[src/rtl/piso_serializer.sv]
// Parallel-in/serial-out transmitter: accepts a word via valid/ready and
// shifts it out MSB first with a frame qualifier and an optional idle gap.
module piso_serializer #(
  parameter int WIDTH      = 4,
  parameter int GAP_CYCLES = 1
) (
  input  logic                     clk50m,
  input  logic                     rst,
  input  logic [WIDTH-1:0]         din,
  input  logic                     din_valid,
  output logic                     din_ready,
  output logic                     sout,
  output logic                     sframe,
  output logic [$clog2(WIDTH)-1:0] bit_cnt,
  output logic                     tx_done
);

  localparam int            CW       = $clog2(WIDTH);
  localparam logic [CW-1:0] LAST_IDX = CW'(WIDTH - 1);
  localparam logic [3:0]    GAP_LOAD = (GAP_CYCLES > 0) ? 4'(GAP_CYCLES - 1) : 4'd0;
  localparam bit            NO_GAP   = (GAP_CYCLES == 0);

  typedef enum logic [1:0] {IDLE, SHIFT, GAP} state_t;

  state_t           state, state_d;
  logic [WIDTH-1:0] shreg, shreg_d;
  logic             sframe_d;
  logic             tx_done_d;
  logic [CW-1:0]    bit_cnt_d;
  logic [3:0]       gap_cnt, gap_cnt_d;
  logic             accept;

  // sout is the MSB of the shift register; the register is cleared outside a frame
  assign sout = shreg[WIDTH-1];

  always_comb begin
    din_ready = !rst && ((state == IDLE) ||
                         (NO_GAP && (state == SHIFT) && (bit_cnt == '0)));
    accept    = din_valid && din_ready;
  end

  always_comb begin
    state_d   = state;
    shreg_d   = shreg;
    sframe_d  = sframe;
    bit_cnt_d = bit_cnt;
    gap_cnt_d = gap_cnt;
    tx_done_d = 1'b0;

    unique case (state)
      IDLE: ;
      SHIFT: begin
        if (bit_cnt != '0) begin
          shreg_d   = {shreg[WIDTH-2:0], 1'b0};
          bit_cnt_d = bit_cnt - 1'b1;
        end else begin
          tx_done_d = 1'b1;
          shreg_d   = '0;
          sframe_d  = 1'b0;
          if (NO_GAP) begin
            state_d = IDLE;
          end else begin
            gap_cnt_d = GAP_LOAD;
            state_d   = GAP;
          end
        end
      end
      GAP: begin
        if (gap_cnt == '0) state_d = IDLE;
        else               gap_cnt_d = gap_cnt - 1'b1;
      end
      default: state_d = IDLE;
    endcase

    // Acceptance overrides the end-of-word path so back-to-back words keep
    // sframe high while tx_done for the previous word still pulses.
    if (accept) begin
      shreg_d   = din;
      sframe_d  = 1'b1;
      bit_cnt_d = LAST_IDX;
      state_d   = SHIFT;
    end
  end

  always_ff @(posedge clk50m or posedge rst) begin
    if (rst) begin
      state   <= IDLE;
      shreg   <= '0;
      sframe  <= 1'b0;
      bit_cnt <= '0;
      gap_cnt <= '0;
      tx_done <= 1'b0;
    end else begin
      state   <= state_d;
      shreg   <= shreg_d;
      sframe  <= sframe_d;
      bit_cnt <= bit_cnt_d;
      gap_cnt <= gap_cnt_d;
      tx_done <= tx_done_d;
    end
  end

endmodule
[config.mk]
export PLATFORM = sky130hd
export DESIGN_NAME = piso_serializer
export DESIGN_NICKNAME = d
export VERILOG_FILES = /design/src/rtl/piso_serializer.sv
export SDC_FILE = /design/constraint.sdc
export NUM_CORES = 1
export LEC_CHECK = 0
export CORE_MARGIN = 1
export CORE_UTILIZATION = 49
export CTS_CLUSTER_DIAMETER = 200
export CTS_CLUSTER_SIZE = 28
export DETAILED_ROUTE_END_ITERATION = 10
export HOLD_SLACK_MARGIN = 0.08
export PLACE_DENSITY_LB_ADDON = 0.08
export SLEW_MARGIN = 20
export SYNTH_ARGS = -nofsm -noshare
export SYNTH_HDL_FRONTEND = slang
export SYNTH_SLANG_ARGS = --single-unit
[constraint.sdc]
create_clock -name clk50m -period 1.6 [get_ports clk50m]
set_input_delay 0.16 -clock clk50m [delete_from_list [all_inputs] [get_ports clk50m]]
set_output_delay 0.16 -clock clk50m [all_outputs]
set_load 0.02 [all_outputs]
==> reports/metrics.cfg <==
[run_status]
status = finished, final reports clean

[floorplan]
die_x_um = 40.39
dieArea_um2 = 1631
core_um2 = 1334
rows = 13
io_pins = 13
die_height_um = 40.39
start_util_pct = 54.13

[routing]
top_layer = met3
route.met3.wl_um = 47
wl_met1_um = 614
vias = 550
drtIter0Drc = 5
routed-wl-met2_um = 576
drtAntennaViolNets = 0
vias_per_cell = 5.392
drt_first_pass_iters = 3
drc = 0
drt_wl_total_um = 1237
wire_per_inst_um = 12.13

[finish]
layout.nets = 98
instances_no_fill = 102
drive_gt1_share_pct = 18.39
syn2layout_area_growth_pct = 28.08
antenna_cells = 0
final_cell_mix = dfrtp_1 (14), clkdlybuf4s50_1 (11), nand2_1 (10), inv_1 (8), buf_4 (6)
multi_input_area_um2 = 325.3
fill_cells = 105
fin_area_um2 = 924.6
fin_util_pct = 69.32
layout.area.seq_um2 = 350.3
final_common_cell = dfrtp_1

[yosys]
yosys-top-cells-area = dfrtp_1 (49%), ha_1 (5.2%), nand2_1 (5.2%), inv_1 (4.2%), a22o_1 (3.6%)
yosysTopAreaCell = dfrtp_1
synthesis.area_um2 = 721.9
synthCells = 67
synth.top_cell.area_share_pct = 48.53
yosysWarnings = 0
synth_area_per_cell_um2 = 10.78
seq_area_frac_synth_pct = 48.53
syn_nets = 77
ys_seq_elements = 14
ys_types = 24

[critical_path]
crit_fanout = 2
crit_chain = nor3_1 > dlygate4sd2_1
reg2reg_slack_ps = 220
cp.required_ps = 1440
crit_type = flip-flop to output port
critPathArrivalTime_ps = 1280
r2r-end = gap_cnt[1]
reg2reg_from = gap_cnt[0]
crit_path_top_delay_cell = dfrtp_1
critPathCaptureType = output port
cp-start-kind = flip-flop
max_stage_delay_ps = 400
r2r_cells = 5

[clocking]
clock-sinks = 14
cts_tree = built
ctsLongestPathBuffers = 2
htreeDepth = 1
clk_latency_ps = 270
cts_root_buffer = clkbuf_4
cts_buffers = 3
postCtsHoldBufs = 0
cts.clk_slew.worst_paths_ps = 90

[place]
dpl-instance-area_um2 = 889.6
hpwl_um = 957.4
port_buffers = 12
dpl.cell_count = 98
pre_cts_ws_ps = -41.66
gp_congestion = 0.8955

[sta]
fin_skew_ps = 2.743
fmax_mhz = 696.2
hold_viol_final = 0
setup_tns_ps = 0
postLayoutSetupSlackWorst_ps = 163.7
timing.hold.ws_ps = 387.6
slew_violations = 0
slew-limit-headroom_pct = 64.81
fin_crit_sh_pct = 89.77
rsz0062_at_grt = no
setup_viol = 0
worstMarginPinSlew_ps = 527.3
fin_crit_ps = 1436

[run]
maxCapViolCount = 0

[pwr]
p_leak_nw = 0.4675
power_frac_clock_pct = 17.1
seq_power_share_pct = 34.9
power_switching_mw = 0.5283
comb_power_share_pct = 48.0
design_power_total_mw = 1.467
p_sw_share_pct = 36.02
internal_power_mw = 0.9383
ir_drop_mv = 1.077
p_per_area_nw_per_um2 = 1586

[grt]
grt_usage_pct = 18.32
gr-total-overflow = 0
grt_pass1_vias = 496
antenna_found_initial = 0
grt_pass1_wl_um = 1987
grt_max_degree = 15

[min_path]
hp-class = primary input to asynchronous set/reset pin

[worst max-delay path: cells and delay by family (launching register included)]
kind	cells	cell delay, ps
buffers and inverters	1	360
flip-flops	1	400
AND/OR/NAND/NOR	1	240
[cell families (layout without fill, tap and decap cells)]
family / after synthesis / after routing / synth area share (%)
fa+ha+maj: 3 / 3 / 5.200
simple gates: 18 / 18 / 16.29
xor+xnor: 1 / 1 / 1.213
flops: 14 / 14 / 48.53
buf+inv: 10 / 30 / 6.412
compound gates: 21 / 21 / 22.36
[cell usage after synthesis]
| master | instances |
|---|---|
| nor3_1 | 1 |
| nor3b_1 | 1 |
| xnor2_1 | 1 |
| o21ai_0 | 5 |
| a21oi_1 | 1 |
| or3_1 | 1 |
| a21o_1 | 3 |
| nand3b_1 | 1 |
| a21o_2 | 2 |
| dfrtp_1 | 14 |
| o41ai_1 | 2 |
| nand2b_1 | 1 |
| buf_6 | 1 |
| o211ai_1 | 2 |
| ha_1 | 3 |
| inv_1 | 8 |
| nor3b_2 | 1 |
| buf_2 | 1 |
| a22o_1 | 3 |
| nor4b_4 | 1 |
| o311a_1 | 2 |
| nand2_1 | 10 |
| o211ai_2 | 1 |
| or3b_4 | 1 |
[worst max-delay path by stage]
stage | cells past startpoint | startpoint | to | slack, ps
after floorplan | 4 | state[1] | bit_cnt[1] | 100
after global placement | 3 | rst | din_ready | 10
after detailed placement | 3 | rst | din_ready | -40
after CTS | 2 | state[1] | din_ready | 140
after global routing | 2 | state[1] | din_ready | 70
final | 2 | state[1] | din_ready | 160
[cell type report]
class                           instances  area share (%)
Sequential cell                        14           37.89
Multi-Input combinational cell         43           35.18
Timing Repair Buffer                   18           17.73
Clock buffer                            4           3.924
Inverter                                8           3.248
Tap cell                               15           2.030
[registers in the layout, indices dropped and copies added, names as in the netlist]
name	flops
shreg	4
tx_done	1
gap_cnt	4
state	2
bit_cnt	2
sframe	1
[per-layer routing]
| metal | track usage, % | up-vias |
|---|---|---|
| met4 | 5.000 | 0 |
| met5 | 0 | - |
| met1 | 23.29 | 261 |
| met3 | 5.000 | 0 |
| li1 | - | 280 |
| met2 | 30.16 | 9 |
[power groups by stage]
stage / clock network [mW] / logic [mW] / registers (mW)
2_1_floorplan: 0 / 0.399 / 0.597
3_3_place_gp: 0 / 0.705 / 0.519
3_5_place_dp: 0 / 0.717 / 0.521
4_1_cts: 0.256 / 0.715 / 0.514
5_1_grt: 0.272 / 0.784 / 0.528
6_report: 0.251 / 0.704 / 0.511
[repair_timing]
action | 4_1_cts | 5_1_grt
endpoints found under the setup margin | 1 | 0
gates resized for setup | 1 | 0
buffers inserted | 0 | 0
Note: power is estimated with default switching activity, not from simulation.
